--- src/rtl/cache_pkg.sv ---
// Shared cache types and defaults used by cache_line and its controller.
package cache_pkg;

  localparam int LSB_BITS_DEF = 7;
  localparam int TTL_BITS_DEF = 8;

  typedef enum logic [2:0] {
    S_IDLE,
    S_SELECT,
    S_FLUSH,
    S_WAITF,
    S_FILL,
    S_WAITL,
    S_DONE
  } state_t;

  function automatic logic [63:0] region_mask(
    input int unsigned lsb
  );
    return ~((64'd1 << lsb) - 64'd1);
  endfunction

endpackage

--- src/rtl/ttl_min_select.sv ---
// Argmin over the packed line TTLs; ties resolve to the lowest index.
module ttl_min_select #(
  parameter int NUMLINES    = 4,
  parameter int LINEIDXBITS = 2,
  parameter int TTLBITS     = 8
) (
  input  logic [NUMLINES*TTLBITS-1:0] ttl,
  output logic [LINEIDXBITS-1:0]      idx
);

  logic [TTLBITS-1:0] best;

  always_comb begin
    best = ttl[0 +: TTLBITS];
    idx  = '0;
    for (int i = 1; i < NUMLINES; i++) begin
      if (ttl[i*TTLBITS +: TTLBITS] < best) begin
        best = ttl[i*TTLBITS +: TTLBITS];
        idx  = LINEIDXBITS'(i);
      end
    end
  end

endmodule

--- src/rtl/cache_line_ctrl.sv ---
// Victim selection, flush and refill sequencing for a bank of cache lines.
module cache_line_ctrl
  import cache_pkg::*;
#(
  parameter int NUMLINES    = 4,
  parameter int LINEIDXBITS = 2,
  parameter int ADDRBITS    = 32,
  parameter int LSBBITS     = LSB_BITS_DEF,
  parameter int TTLBITS     = TTL_BITS_DEF
) (
  input  logic                        clk,
  input  logic                        reset,
  input  logic                        dcache_rdreq,
  input  logic                        dcache_wrreq,
  input  logic [ADDRBITS-1:0]         dcache_addr,
  input  logic                        icache_rdreq,
  input  logic [ADDRBITS-1:0]         icache_addr,
  input  logic [NUMLINES-1:0]         line_miss,
  input  logic [NUMLINES-1:0]         line_dirty,
  input  logic [NUMLINES-1:0]         line_ready,
  input  logic [NUMLINES*TTLBITS-1:0] line_ttl,
  input  logic                        mem_busy,
  output logic [NUMLINES-1:0]         line_flush,
  output logic [NUMLINES-1:0]         line_fill,
  output logic                        line_pause,
  output logic [ADDRBITS-1:0]         cache_new_region,
  output logic                        core_stall
);

  localparam logic [ADDRBITS-1:0] RMASK =
    ADDRBITS'(region_mask(LSBBITS));

  state_t                 state;
  logic [LINEIDXBITS-1:0] victim;
  logic [LINEIDXBITS-1:0] min_idx;
  logic [ADDRBITS-1:0]    miss_addr;
  logic                   wait_skip;

  logic                   dreq;
  logic                   allmiss;
  logic [ADDRBITS-1:0]    req_addr;
  logic [NUMLINES-1:0]    victim_oh;

  ttl_min_select #(
    .NUMLINES    (NUMLINES),
    .LINEIDXBITS (LINEIDXBITS),
    .TTLBITS     (TTLBITS)
  ) u_min (
    .ttl (line_ttl),
    .idx (min_idx)
  );

  assign dreq     = dcache_rdreq | dcache_wrreq;
  assign allmiss  = (&line_miss) & (dreq | icache_rdreq);
  assign req_addr = dreq ? dcache_addr : icache_addr;

  assign victim_oh  = NUMLINES'(1) << victim;
  assign line_pause = mem_busy;
  assign core_stall = (state != S_IDLE) | allmiss;

  // Pulses are held off while memory is busy; the FSM waits with them.
  assign line_flush =
    (state == S_FLUSH && !mem_busy) ? victim_oh : '0;
  assign line_fill =
    (state == S_FILL && !mem_busy) ? victim_oh : '0;
  assign cache_new_region =
    (state == S_FILL || state == S_WAITL) ? miss_addr : '0;

  always_ff @(posedge clk or posedge reset) begin
    if (reset) begin
      state     <= S_IDLE;
      victim    <= '0;
      miss_addr <= '0;
      wait_skip <= 1'b0;
    end else begin
      unique case (state)
        S_IDLE: begin
          if (allmiss) begin
            miss_addr <= req_addr & RMASK;
            state     <= S_SELECT;
          end
        end
        S_SELECT: begin
          victim <= min_idx;
          state  <= line_dirty[min_idx] ? S_FLUSH : S_FILL;
        end
        S_FLUSH: begin
          if (!mem_busy) begin
            wait_skip <= 1'b1;
            state     <= S_WAITF;
          end
        end
        S_WAITF: begin
          // Ready is stale on the first cycle after the pulse.
          if (wait_skip) wait_skip <= 1'b0;
          else if (line_ready[victim]) state <= S_FILL;
        end
        S_FILL: begin
          if (!mem_busy) begin
            wait_skip <= 1'b1;
            state     <= S_WAITL;
          end
        end
        S_WAITL: begin
          if (wait_skip) wait_skip <= 1'b0;
          else if (line_ready[victim]) state <= S_DONE;
        end
        S_DONE:  state <= S_IDLE;
        default: state <= S_IDLE;
      endcase
    end
  end

endmodule

--- config.mk ---
export PLATFORM = sky130hd
export DESIGN_NAME = cache_line_ctrl
export DESIGN_NICKNAME = d
export VERILOG_FILES = /design/src/rtl/cache_pkg.sv /design/src/rtl/ttl_min_select.sv /design/src/rtl/cache_line_ctrl.sv
export SDC_FILE = /design/constraint.sdc
export NUM_CORES = 1
export LEC_CHECK = 0
export CORE_MARGIN = 1.5
export CORE_UTILIZATION = 35
export DETAILED_ROUTE_END_ITERATION = 12
export GPL_ROUTABILITY_DRIVEN = 1
export PLACE_DENSITY_LB_ADDON = 0.15
export REMOVE_ABC_BUFFERS = 1
export SYNTH_ARGS = -nofsm -noshare
export SYNTH_HDL_FRONTEND = slang
export SYNTH_SLANG_ARGS = --single-unit
--- constraint.sdc ---
create_clock -name clk -period 1.83 [get_ports clk]
set_clock_uncertainty 0.2 [all_clocks]
set_input_delay 0.366 -clock clk [delete_from_list [all_inputs] [get_ports clk]]
set_output_delay 0.366 -clock clk [all_outputs]
set_load 0.1 [all_outputs]
Word-level counts from Yosys, hierarchy flattened --
Cells that the tools add are included.
Operators by class: reductions and logical operators 13, magnitude comparators 5, shift operators 1, mux-type cells 24, equal/unequal tests 13, bitwise operators 4
Operators with widths (number):
- 2-to-1 mux 32 bit | 2
- < comparator 8 bit | 3
- 2-to-1 mux 3 bit | 8
- one-hot mux 3 bit (6 select lines) | 1
- 2-to-1 mux 8 bit | 2
- != test 2 bit, second input constant | 7
- 2-to-1 mux 4 bit | 2
- AND reduction 7 bit | 1
- equality test 3 x 2 -> 1 bit, second input constant | 2
- equality test 3 bit, second input constant | 2
- < comparator 2 x 3 -> 1 bit, second input constant | 2
- binary-select mux 1 bit (select 2 bit) | 2
- 2-to-1 mux 1 bit | 4
- 2-to-1 mux 2 bit | 2
- AND reduction 2 bit | 2
- AND reduction 4 bit | 1
- OR reduction 2 bit | 2
- left shift 1 x 2 -> 4 bit, first input constant | 1
- equality test 3 x 1 -> 1 bit, second input constant | 1
- logical NOT 3 bit | 1
- OR 1 bit | 3
- nonzero test 3 bit | 1
- logical AND 1 bit | 2
- != test 2 x 1 -> 1 bit, second input constant | 1
- 5 further kinds | 5
Word-level totals: input port bits 114, word-level logic and storage cells 64, output and inout port bits 42, register bits 31

Logic depth before layout (Yosys ltp) --
word-level depth 10, mapped depth 24

Cells and area by module --
Synthesis repeated with hierarchy kept, for this count alone.
Unflattened totals: cell total of the unflattened synthesis 300, area, all modules 2702.6 sq um
Modules (own cells, without submodules):
- cache_line_ctrl | area each 1944.4 sq um, cells each 196, times used 1
- ttl_min_select | area each 758.2 sq um, cells each 104, times used 1

Least setup slack after synthesis --
OpenSTA, ideal clock, no wires.
path kind input to register, start input port line_ttl[1], end register state[2], arrival 4.558 ns, slack -3.052 ns, setup time 0.124 ns, data required time 1.506 ns, buffers on the path 2, cell stages on the path 23, cell sequence inv_1 ha_1 a2111oi_4 o31a_2 buf_6 mux2i_1 ha_1 a21o_1 a21o_1 a221o_1 inv_1 nand2_1 buf_2 nand2_1 o21ai_0 ha_1 a211oi_1 o221ai_1 a211oi_1 mux2i_1 o211ai_1 o211ai_2 o31a_1
Between the ends: word-level cells in the longest chain between the ends 10, elaborated cells on any way between the ends 12, those cells by class order compare: 3; mux: 9
Ends and longest elaborated chain:
- start: declaration | line cache_line_ctrl.sv:21 | input logic [NUMLINES*TTLBITS-1:0] line_ttl,
- < comparator 8 bit | line ttl_min_select.sv:17 | if (ttl[i*TTLBITS +: TTLBITS] < best) begin
- 2-to-1 mux 8 bit | line ttl_min_select.sv:17
- < comparator 8 bit | line ttl_min_select.sv:17
- 2-to-1 mux 8 bit | line ttl_min_select.sv:17
- < comparator 8 bit | line ttl_min_select.sv:17
- 2-to-1 mux 2 bit * | line ttl_min_select.sv:17
- binary-select mux 1 bit (select 2 bit) * | line cache_line_ctrl.sv:85 | state <= line_dirty[min_idx] ? S_FLUSH : S_FILL;
- 2-to-1 mux 1 bit (implied by the code) * | line cache_line_ctrl.sv:85
- 2-to-1 mux 3 bit * | line cache_line_ctrl.sv:85
- one-hot mux 3 bit (6 select lines) * | line cache_line_ctrl.sv:76 | unique case (state)
- end signal: assignment | line cache_line_ctrl.sv:85
- end: declaration | line cache_line_ctrl.sv:33 | state_t state;
Mark *: on every way between the ends. The rest lies on a longest branch, timed or not. The select of a mux whose other input is x is not followed. A chain may end at the register's enable or synchronous reset.

Worst setup path in the final report --
start input port line_ttl[5], end register state[2]
Same word-level chain as after synthesis.

==> results.md <==
* Filler Cell Count at 356
* Syn Area/Cell at ~8.6 µm²
* DP Area at 4810 µm²
* Final net count at 669
* Global-route wire length before repair at ~16,000 µm
* Crit-path max FO at 7
* CP peak stage delay at 0.47 ns
* Later-pin clock latency in the skew report at around 0.28 ns
* Initial core utilization at a little over a third
* Initial drt markers at 83
* Final Hold Viols at 0
* # IOs at 156
* Unrepaired setup endpoints after global routing: true
* Wire per inst at approximately 19 µm
* Failing checks: setup timing
* Worst setup EP type: flip-flop
* CTS sink cnt at 31
* VDD IR-drop max at approximately 0.88 mV
* Critical-path cell list: buf_6 -> inv_4 -> ha_4 -> nand4_1 -> o31a_4 -> buf_6 -> mux2i_4 -> ha_4 -> nand4_1 -> a21oi_2 -> o311ai_2 -> a221o_2 -> nand2_4 -> nand2_2 -> o21ai_2 -> ha_4 -> a211oi_4 -> o221ai_4 -> a211oi_1 -> mux2i_1 -> o211ai_1 -> o211ai_2 -> o31a_1
* Worst path slowest cell: o31a_4
* DP Wirelength at 6660 µm
* Setup violators final at 64
* Yosys reg bits at 31
* CTS Hold Bufs at 0
* Gr ovfl total at 0
* Register area share after synthesis at 29.5%
* DR WL met2 at roughly 6500 µm
* Ys Warns at 0
* Post-route total power at ~0.0083 W
* RR Startpoint: victim[0]
* Worst R2R Path Depth at 7
* Pleak at 2.66 nW
* H-tree levels at 2
* Detailed Route WL at 11,900 µm
* Post-synth EDFFs at 0
* Post-route worst setup slack at -2.96 ns
* Area Growth Syn to Fin at 137%
* Post-Synthesis Cells at 307
* Max_cap viols at 0
* Asr flop ratio synth at 100%
* Flop-to-flop setup slack at -0.22 ns
* Final Util at between 80% and 90%
* Crit share post-route at 262%
* Finished Cell Area at slightly above 6000 µm²
* Hold WC Path Type: in2async
* Outcome: finished with violations
* Pwr dens at 1320 nW/µm²
* R2R Path End: state[2]
* Met3 wire len at around 770 µm
* Pin count of the biggest net entering global routing at 32
* CTS clk-pin slew, worst paths at ~0.07 ns
* Total CTS buffers at 5
* DR vias at 3,291
* Setup TNS at -22.31 ns
* Count of cell types in the netlist at 46
* DRT met1 WL at ~4300 µm
* Worst Hold Slack at around 0.27 ns
* Max Fclk at around 210 MHz
* # rows at 31
* RD Place Congestion at 0.832
* Die Span X at 89.7 µm
* Clock Tree Buf Depth at 2
* Number of I/O port buffers at 134
* First-pass DRT Iterations at 4
* Mapped Area at between 2000 and 3000 µm²
* Diodes inserted at 0
* Worst endpoint required time at 1.80 ns
* Final worst path period need at 4.79 ns
* Die height at 89.7 µm
* Vias in the first global route at 3,288
* DRC Markers at 0
* Total Routing Usage GR at 26.4%
* DR top layer: met4
* Routed vias/inst at 5.19
* CP Data Arrival Time at 4.76 ns
* Initial antenna violation count at 0
* Layout cell share with drive strength beyond 1 at 56.3%
* Top_reg_cell synth: dfrtp_1
* Root buf cell: clkbuf_8
* CP dominant cell by count: ha_4
* DRT antenna net count at 0
* Setup CP Type: in2reg
* Core area at 7250 µm²
* Startpoint Class: input port
* Final Max Tran Viols at 0
* CTS tree: yes
* Die ar. at 8040 µm²
-- worst max-delay path: cells and delay by family --
kind,cells,cell delay (ns)
fa+ha+maj,3,0.74
simple gates,4,0.46
buf+inv,3,0.27
mux,2,0.33
compound gates,11,2.59
-- layout by cell type (no fill, tap or decap), types with 3 or more instances in the layout --
cell type,synthesis,layout
a21o_1,3,3
a21oi_2,0,28
and2_4,0,25
buf_12,0,38
buf_16,0,5
buf_4,8,65
buf_6,1,33
buf_8,0,6
clkbuf_8,0,6
clkdlybuf4s50_1,0,71
conb_1,1,7
dfrtp_1,31,31
dlygate4sd2_1,0,12
ha_1,21,10
ha_4,0,11
inv_1,15,7
inv_2,0,4
inv_4,0,4
mux2_2,3,3
mux2i_1,34,29
mux2i_2,0,4
nand2_1,16,9
nand2_2,0,4
nand2_4,0,3
nand2b_4,1,3
nand4_1,3,3
nor2_1,48,27
nor2_2,0,4
nor2_4,0,17
nor2b_4,0,3
nor3_2,0,3
o21ai_0,9,3
o21ai_2,0,5
-- cells in the mapped netlist (3+ instances only) --
master    number  area, µm²
a211oi_1       4       30.0
clkbuf_1      11       41.3
nor2_1        48        180
ha_1          21        263
inv_1         15       56.3
a21o_1         3       22.5
and2_1        26        163
buf_4          8       60.1
nor3_1         3       15.0
nand2_1       16       60.1
nor2b_1        4       25.0
o21ai_0        9       45.0
nand4_1        3       18.8
dfrtp_1       31        776
mux2i_1       34        340
mux2_2         3       33.8
nand2b_1       4       25.0
a21oi_1       32        160
-- per-layer routing --
| layer | vias to the layer above | GRT usage (%) |
|---|---|---|
| met5 | - | 0 |
| met4 | 0 | 11.6 |
| met3 | 30 | 5.12 |
| met2 | 129 | 51.3 |
| met1 | 1601 | 27.2 |
| li1 | 1531 | - |
-- registers in the layout (all words and copies together) (netlist names) --
name,cells
wait_skip,1
victim,2
state,3
miss_addr,25
-- layout make-up --
class | instances | area [µm²] | area share (%)
Clock buffer | 6 | 82.6 | 1.32
Multi-Input combinational cell | 247 | 2440 | 39.1
Timing Repair Buffer | 234 | 2710 | 43.5
Clock inverter | 2 | 35.0 | 0.562
Sequential cell | 31 | 776 | 12.4
Tap cell | 99 | 124 | 1.99
Inverter | 15 | 66.3 | 1.06
-- kinds of logic (layout without fill, tap and decap cells) --
group / Yosys count / in the layout / synth area share (%)
simple gates: 111 / 112 / 20.7
flops: 31 / 31 / 29.5
buf+inv: 36 / 257 / 6.62
other cells: 1 / 7 / 0.143
compound gates: 69 / 69 / 18.0
fa+ha+maj: 21 / 21 / 10.0
mux: 38 / 38 / 15.1
-- metrics by stage --
stage               cells  setup slack (ns)
finish                634             -2.96
global route          634             -3.16
CTS                   623             -2.70
detailed placement    579             -3.86
global placement      579             -3.62
floorplan             292             -3.06
-- power breakdown --
part           leakage [nW]  internal, W  switching [W]  total [W]
sequential            0.371      0.00103       0.000293    0.00132
clock                0.0612     0.000441       0.000267   0.000707
combinational          2.23      0.00282        0.00341    0.00623
total                  2.66      0.00429        0.00397    0.00826
-- how the worst max path moves through the flow --
stage / end / from / slack, ns / depth (start not counted)
after floorplan: state[2] / line_ttl[1] / -3.06 / 21
after global placement: state[2] / line_ttl[1] / -3.62 / 22
after global routing: state[2] / line_ttl[5] / -3.16 / 23
final: state[2] / line_ttl[5] / -2.96 / 23
after CTS: state[1] / line_ttl[1] / -2.70 / 22
after detailed placement: state[1] / line_ttl[1] / -3.86 / 22
-- timing repair --
action                                 in CTS  in global routing
setup endpoints to repair                  59                 64
gates resized for setup                   231                 73
endpoints found under the hold margin       0                  0
pin swaps                                  70                 31
buffers inserted                           33                 13
gates cloned                                7                  2
(Power assumes the default switching activity.)
